**src/rtl/hazard_ctrl_pkg.sv**
```systemverilog
// Shared encodings for the pipeline hazard controller: forwarding selects,
// multiply/divide start codes and the md_timer state type.
package hazard_ctrl_pkg;

    localparam logic [1:0] FWD_RF  = 2'b00;
    localparam logic [1:0] FWD_WB  = 2'b01;
    localparam logic [1:0] FWD_MEM = 2'b10;

    localparam logic [1:0] MD_NOP  = 2'b00;
    localparam logic [1:0] MD_MULT = 2'b01;
    localparam logic [1:0] MD_DIV  = 2'b10;

    // One-hot so MdBusy/MdDone come straight off a state flop.
    typedef logic [2:0] md_state_t;
    localparam md_state_t MD_IDLE = 3'b001;
    localparam md_state_t MD_RUN  = 3'b010;
    localparam md_state_t MD_DONE = 3'b100;
    localparam int MD_RUN_BIT  = 1;
    localparam int MD_DONE_BIT = 2;

    // A later stage writes a non-zero register that matches the source.
    function automatic logic stage_hit(input logic       reg_write,
                                       input logic [4:0] write_reg,
                                       input logic [4:0] src_reg);
        return reg_write && (write_reg != 5'd0) && (write_reg == src_reg);
    endfunction

endpackage

```
**src/rtl/md_timer.sv**
```systemverilog
// Multiply/divide latency tracker: IDLE -> RUN for N cycles -> DONE for one
// cycle. The current state is exported for the top and for debug.
module md_timer
    import hazard_ctrl_pkg::*;
#(
    parameter int MULT_CYCLES = 4,
    parameter int DIV_CYCLES  = 32
) (
    input  logic       clk,
    input  logic       rst_n,
    input  logic [1:0] md_start,
    output md_state_t  md_state
);

    localparam logic [5:0] MULT_LOAD = 6'(MULT_CYCLES - 1);
    localparam logic [5:0] DIV_LOAD  = 6'(DIV_CYCLES - 1);

    md_state_t  state_q, state_d;
    logic [5:0] cnt_q, cnt_d;

    always_comb begin
        state_d = state_q;
        cnt_d   = cnt_q;
        case (state_q)
            MD_IDLE, MD_DONE: begin
                state_d = MD_IDLE;
                if (md_start == MD_MULT) begin
                    cnt_d   = MULT_LOAD;
                    state_d = MD_RUN;
                end else if (md_start == MD_DIV) begin
                    cnt_d   = DIV_LOAD;
                    state_d = MD_RUN;
                end
            end
            // Starts arriving here are dropped; the count only runs down.
            MD_RUN: begin
                if (cnt_q == 6'd0) begin
                    state_d = MD_DONE;
                end else begin
                    cnt_d = cnt_q - 6'd1;
                end
            end
            default: begin
                state_d = MD_IDLE;
                cnt_d   = 6'd0;
            end
        endcase
    end

    always_ff @(posedge clk or negedge rst_n) begin
        if (!rst_n) begin
            state_q <= MD_IDLE;
            cnt_q   <= 6'd0;
        end else begin
            state_q <= state_d;
            cnt_q   <= cnt_d;
        end
    end

    assign md_state = state_q;

endmodule

```
**src/rtl/hazard_ctrl.sv**
```systemverilog
// Pipeline hazard unit: EX/ID forwarding selects, load-use, branch and
// multiply/divide stalls, plus the multiply/divide busy/done tracker.
module hazard_ctrl
    import hazard_ctrl_pkg::*;
#(
    parameter int MULT_CYCLES = 4,
    parameter int DIV_CYCLES  = 32
) (
    input  logic       clk,
    input  logic       rst_n,
    input  logic [4:0] Rs_D,
    input  logic [4:0] Rt_D,
    input  logic [4:0] Rs_E,
    input  logic [4:0] Rt_E,
    input  logic [4:0] WriteReg_E,
    input  logic [4:0] WriteReg_M,
    input  logic [4:0] WriteReg_W,
    input  logic       RegWrite_E,
    input  logic       RegWrite_M,
    input  logic       RegWrite_W,
    input  logic       MemToReg_E,
    input  logic       MemToReg_M,
    input  logic       Branch_D,
    input  logic       MdUse_D,
    input  logic [1:0] MdStart_E,
    output logic       StallF,
    output logic       StallD,
    output logic       FlushE,
    output logic [1:0] ForwardA_E,
    output logic [1:0] ForwardB_E,
    output logic       ForwardA_D,
    output logic       ForwardB_D,
    output logic       MdBusy,
    output logic       MdDone
);

    md_state_t md_state;
    logic      lu, br, md, stall;

    md_timer #(
        .MULT_CYCLES(MULT_CYCLES),
        .DIV_CYCLES (DIV_CYCLES)
    ) u_md_timer (
        .clk     (clk),
        .rst_n   (rst_n),
        .md_start(MdStart_E),
        .md_state(md_state)
    );

    assign MdBusy = md_state[MD_RUN_BIT];
    assign MdDone = md_state[MD_DONE_BIT];

    assign lu = stage_hit(MemToReg_E, WriteReg_E, Rs_D) ||
                stage_hit(MemToReg_E, WriteReg_E, Rt_D);

    // A branch resolves in ID, so an ALU result still in EX or a load in MEM
    // cannot be forwarded in time.
    assign br = Branch_D &&
                (stage_hit(RegWrite_E, WriteReg_E, Rs_D) ||
                 stage_hit(RegWrite_E, WriteReg_E, Rt_D) ||
                 stage_hit(MemToReg_M, WriteReg_M, Rs_D) ||
                 stage_hit(MemToReg_M, WriteReg_M, Rt_D));

    assign md    = MdUse_D && MdBusy;
    assign stall = rst_n && (lu || br || md);

    assign StallF = stall;
    assign StallD = stall;
    assign FlushE = stall;

    always_comb begin
        ForwardA_E = FWD_RF;
        ForwardB_E = FWD_RF;
        ForwardA_D = 1'b0;
        ForwardB_D = 1'b0;
        if (rst_n) begin
            if (stage_hit(RegWrite_M, WriteReg_M, Rs_E))      ForwardA_E = FWD_MEM;
            else if (stage_hit(RegWrite_W, WriteReg_W, Rs_E)) ForwardA_E = FWD_WB;
            if (stage_hit(RegWrite_M, WriteReg_M, Rt_E))      ForwardB_E = FWD_MEM;
            else if (stage_hit(RegWrite_W, WriteReg_W, Rt_E)) ForwardB_E = FWD_WB;
            ForwardA_D = stage_hit(RegWrite_M, WriteReg_M, Rs_D);
            ForwardB_D = stage_hit(RegWrite_M, WriteReg_M, Rt_D);
        end
    end

endmodule

```
**config.mk**
```make
export PLATFORM = sky130hd
export DESIGN_NAME = hazard_ctrl
export DESIGN_NICKNAME = d
export VERILOG_FILES = /design/src/rtl/hazard_ctrl_pkg.sv /design/src/rtl/md_timer.sv /design/src/rtl/hazard_ctrl.sv
export SDC_FILE = /design/constraint.sdc
export NUM_CORES = 1
export LEC_CHECK = 0
export BUFFER_PORTS_ARGS = -buffer_cell sky130_fd_sc_hd__buf_4
export CORE_MARGIN = 4
export CORE_UTILIZATION = 50
export DETAILED_ROUTE_END_ITERATION = 6
export PLACE_DENSITY_LB_ADDON = 0.2
export SYNTH_ARGS = -nofsm -noshare
export SYNTH_HDL_FRONTEND = slang
export SYNTH_SLANG_ARGS = --single-unit
```
**constraint.sdc**
```tcl
create_clock -name clk -period 4.2 [get_ports clk]
set_input_delay 0.84 -clock clk [delete_from_list [all_inputs] [get_ports clk]]
set_output_delay 0.84 -clock clk [all_outputs]
set_load 0.005 [all_outputs]
```
==> After elaboration in Yosys (flattened, before gate mapping) <==
Index checks and enable logic that the tools add are counted.
{ "totals": {"register_bits": 9} }
{ "classes": {"n_eq_ne": 16, "reduce_logical": 32, "muxes": 16, "n_addsub": 1} }
{ "op_table": {"columns": ["op", "n"], "rows": [
  ["$eq 5x5->1", 8],
  ["$logic_and 1x1->1", 20],
  ["$mux 6", 3],
  ["$reduce_bool 5->1", 3],
  ["$pmux 6 s2", 1],
  ["$mux 2", 5],
  ["$logic_not 6->1", 1],
  ["$logic_or 1x1->1", 6],
  ["$mux 3", 2],
  ["$pmux 3 s2", 1],
  ["$sub 6x1->6 const B", 1],
  ["$mux 1", 4],
  ["$eq 3x1->1 const B", 1],
  ["$eq 3x2->1 const B", 1],
  ["$eq 3x3->1 const B", 1],
  ["$ne 3x1->1 const B", 1],
  ["$eq 2x1->1 const B", 1],
  ["$eq 2x2->1 const B", 1],
  ["$ne 2x1->1 const B", 1],
  ["$ne 2x2->1 const B", 1],
  ["$reduce_and 2->1", 1],
  ["$reduce_or 2->1", 1]
]} }

==> Depth between registers and ports, before layout <==
{ "depth": {"word_depth": 10, "depth_mapped": 7, "depth_no_buf": 6} }

==> Cells and area by module <==
A second synthesis with hierarchy kept.
{ "hier_totals": {"cells_unflattened": 137, "hier_area_um2": 1161.1} }
{ "by_module_without_submodules": {"columns": ["mod", "instances", "cells_each", "area_per_inst_um2"], "rows": [
  ["hazard_ctrl", 1, 81, 621.8],
  ["md_timer", 1, 56, 539.3]
]} }

==> Worst setup path before layout <==
OpenSTA, ideal clock, no wires.
{ "synth_timing": {"kind": "input port to output port", "start": "input WriteReg_M[0]", "end": "output StallD", "arrival_time_ns": 2.247, "required_time_ns": 3.360, "path_slack_ns": 1.113, "stages": 7, "path_buffers": 2, "cell_sequence": "buf_2 xnor2_1 nand3_1 nor3_1 nor2_1 o311ai_0 buf_4"} }
{ "synth_between": {"elab_chain_len": 9, "word_cells_on_any_way": 12, "cone_classes": "eq/ne (2); reduce/logical (10)"} }
{ "synth_rtl": {"columns": ["item", "line", "rtl"], "rows": [
  ["start, declared", "hazard_ctrl.sv:16", "input logic [4:0] WriteReg_M,"],
  ["$reduce_bool 5->1", "hazard_ctrl_pkg.sv:25", "return reg_write && (write_reg != 5'd0) && (write_reg == src_reg);"],
  ["$logic_and 1x1->1 (2 in a row)", "hazard_ctrl_pkg.sv:25", null],
  ["$logic_or 1x1->1", "hazard_ctrl.sv:60", "stage_hit(RegWrite_E, WriteReg_E, Rt_D) ||"],
  ["$logic_or 1x1->1 (*)", "hazard_ctrl.sv:61", "stage_hit(MemToReg_M, WriteReg_M, Rs_D) ||"],
  ["$logic_and 1x1->1 (*)", "hazard_ctrl.sv:58", "assign br = Branch_D &&"],
  ["$logic_or 1x1->1 (*) (2 in a row)", "hazard_ctrl.sv:65", "assign stall = rst_n && (lu || br || md);"],
  ["$logic_and 1x1->1 (*)", "hazard_ctrl.sv:65", null],
  ["end, declared", "hazard_ctrl.sv:27", "output logic StallD,"]
]} }
Every way passes the cells marked *; elsewhere a longest branch is shown, timed or not.

==> Final worst setup path <==
Same ends and word-level chain as after synthesis.

==> impl_metrics.toml <==
[status]
status = "completed"

[final_layout]
drive_above_1_share_pct = 34.52
nFillCells = 189
nNetsFinal = 248
area_growth_pct = 37.58
design_area_um2 = 1594
num_antenna_cells = 0

[critical_path]
reg2reg_depth = 5
cpPeakStageDelay_ns = 0.57
arrival_ns = 2.35
cpMostUsedCell = "buf_4"
cp-start-kind = "primary input"
worst_r2r_endpoint = "u_md_timer.cnt_q[2]"
reg2reg_from = "u_md_timer.md_state[0]"
cp_top_family = "compound AO/OA/AOI/OAI gates"
crit_buf_inv = 2
startpoint = "WriteReg_M[0]"
cpMaxStageDelayCell = "o311ai_0"
critPathKind = "in -> out"
path_cells = "buf_4 > xnor2_1 > nand3_1 > nor3_1 > nor2_1 > o311ai_0 > buf_4"
endpoint_kind = "primary output"
ff2ff_setup_slack_ns = 2.55
required_ns = 3.36
crit_fanout = 6

[power_and_ir_drop]
p_int_w = 0.0003061
ir_drop_v = 0.0002803
switching_share_pct = 42.16
switching_power_w = 0.0002231
clockPowerShare_pct = 12.5
total_leakage_power_nw = 0.7283
combinationalPowerShare_pct = 58.7
seqPwrFrac_pct = 28.8
p_per_area_nw_per_um2 = 332.0

[cts]
cts_root_buf = "clkbuf_4"
post_cts_resized = 0
clk_pin_slew_ns = 0.06
cts.sinks = 9
clock_latency_ns = 0.26
cts_made_buffers = 3
hold_buffers = 0
clock_path_buffers = 2
postCtsSetupBuffers = 0
tritoncts = "built"
h-tree-depth = 1

[sta]
finalSetupViolCount = 0
slew_viol_final = 0
slew_headroom_pct = 58.20
rsz0062_at_grt = "false"
fin_tns_setup_ns = 0
finalHoldViolations = 0
period_needed_ns = 3.192
tightest_slew_ns = 0.6191
fin_skew_ns = 0.003451
fin_crit_sh_pct = 76.00
max_freq_mhz = 313.3

[drt]
drt-total-wl_um = 3170
first_iter_violations = 33
wl_per_cell_um = 14.09
dr.pass1.iters = 4
ant_nets = 0
remaining_drc_errors = 0
vias = 1201
routed_via_density = 5.338

[logic_synthesis]
ys_ff_latch = 9
synth_top_area_cell = "xnor2_1"
synthesis.nets = 194
yosys_warnings = 0
async_flop_share_pct = 100.0
synth_area_per_cell_um2 = 8.046
ys.flop_type = "dfrtp_1"
yosysSeqAreaShare_pct = 19.55
netlist_instances = 144
netlist_area_um2 = 1159
synth.area.top_cells = "xnor2_1 17%, dfrtp_1 17%, xor2_1 14%"
ys_types = 36
synth_edf_count = 0
yosysTopAreaCellShare_pct = 17.39

[placement]
gp_congestion = 0.8730
dp_hpwl_um = 2631
io_buffer_count = 56
placed_area_um2 = 1568

[floorplanning]
floorplan.initialDensity_pct = 52.38
io_pins = 57
num_rows = 17
die_height_um = 56.14
coreArea_um2 = 2212
die_area_um2 = 3151
fp.dieW_um = 56.14

[grt]
grt_overflow = 0
antenna_found_initial = 0
grt_pass1_wl_um = 5119
grt_max_degree = 18
track_usage_pct = 20.21
grt_pass1_vias = 1155

[flow_run]
drv_cap = 0

[hold_path]
holdCritPathClass = "in -> async"
==> how the worst max path moves through the flow <==
stage,slack (ns),to,cells past startpoint
2_1_floorplan,1.11,StallD,7
3_3_place_gp,1.14,StallF,7
3_5_place_dp,1.00,StallD,7
4_1_cts,1.01,StallD,7
5_1_grt,0.88,StallD,7
6_report,1.01,StallD,7
==> synthesized netlist by cell type, types with 2 or more instances <==
cell	n
xnor2_1	23
xor2_1	18
nand3_1	10
nand2_1	9
nor2_1	9
dfrtp_1	8
a21oi_1	6
inv_1	6
o21ai_0	6
buf_2	4
ha_1	4
nor3_1	4
or4_1	4
and3_1	3
nor4_1	3
and2_2	2
buf_4	2
nand2b_1	2
nor4_2	2
o21a_1	2
o22ai_1	2
==> worst register-to-register path, delay by kind of cell (launching register included) <==
family / cells / cell delay, ns
simple gates: 1 / 0.24
flops: 1 / 0.58
compound gates: 3 / 0.57
xor+xnor: 1 / 0.17
==> power groups by stage <==
| stage | registers (W) | clock network (W) | logic, W |
|---|---|---|---|
| global placement | 0.000153 | 0 | 0.000300 |
| floorplan | 0.000147 | 0 | 0.000214 |
| global route | 0.000161 | 0.0000753 | 0.000347 |
| CTS | 0.000152 | 0.0000689 | 0.000310 |
| detailed placement | 0.000154 | 0 | 0.000307 |
| finish | 0.000152 | 0.0000663 | 0.000311 |
==> cell usage in the layout, fill, tap and decap left out, types with 2 or more instances in the layout <==
| cell type | n |
|---|---|
| clkbuf_4 | 3 |
| nand3_1 | 10 |
| a21oi_1 | 6 |
| inv_1 | 6 |
| nor4_2 | 2 |
| nor2_1 | 9 |
| xnor2_1 | 23 |
| o21ai_0 | 6 |
| nand2_1 | 9 |
| and2_2 | 2 |
| dfrtp_1 | 8 |
| nand2b_1 | 2 |
| nor4_1 | 3 |
| xor2_1 | 18 |
| or4_1 | 4 |
| buf_4 | 56 |
| nor3_1 | 4 |
| ha_1 | 4 |
| and3_1 | 3 |
| o21a_1 | 2 |
| o22ai_1 | 2 |
==> layer usage <==
layer	vias up	global-route usage [%]	routed length (µm)	part of all wire [%]
met2	42	35.06	1599	50
li1	605	-	-	-
met1	548	23.46	1267	40
met4	0	8.136	53	1.7
met5	-	0	0	0
met3	6	5.104	250	7.9
==> logic make-up (layout without fill, tap and decap cells) <==
logic type               after synthesis  after routing  synth area share, %
AO/OA/AOI/OAI                         24             24                13.82
AND/OR/NAND/NOR                       53             53                25.38
buffers and inverters                 13             66                5.939
flip-flops                             9              9                19.55
adder cells (fa/ha/maj)                4              4                4.320
XOR/XNOR                              41             41                30.99
==> flip-flops by register name, summed over array words and instances (netlist names) <==
signal               flops
u_md_timer.cnt_q         6
u_md_timer.md_state      3
==> final cells by class <==
type                    count  area, µm²  share of cell area, %
clock buffers               4      26.28                  1.648
inverters                   6      22.52                  1.413
multi-input cells         122      863.3                  54.16
flip-flops and latches      9      226.5                  14.21
well taps                  28      35.03                  2.198
repair buffers             56      420.4                  26.37
==> metrics by stage <==
| stage | util [%] | hold slack (ns) | total power, W | setup slack, ns | instances |
|---|---|---|---|---|---|
| after floorplan | - | 0.4976 | 0.0003608 | 1.113 | 144 |
| after global placement | 70.87 | 0.5357 | 0.0004523 | 1.141 | 221 |
| after detailed placement | 70.87 | 0.5341 | 0.0004604 | 1.003 | 221 |
| after CTS | 72.06 | 0.4210 | 0.0005315 | 1.007 | 225 |
| after global routing | 72.06 | 0.4103 | 0.0005826 | 0.8811 | 225 |
| final | 72.06 | 0.4197 | 0.0005293 | 1.008 | 225 |
(Power assumes the default switching activity.)
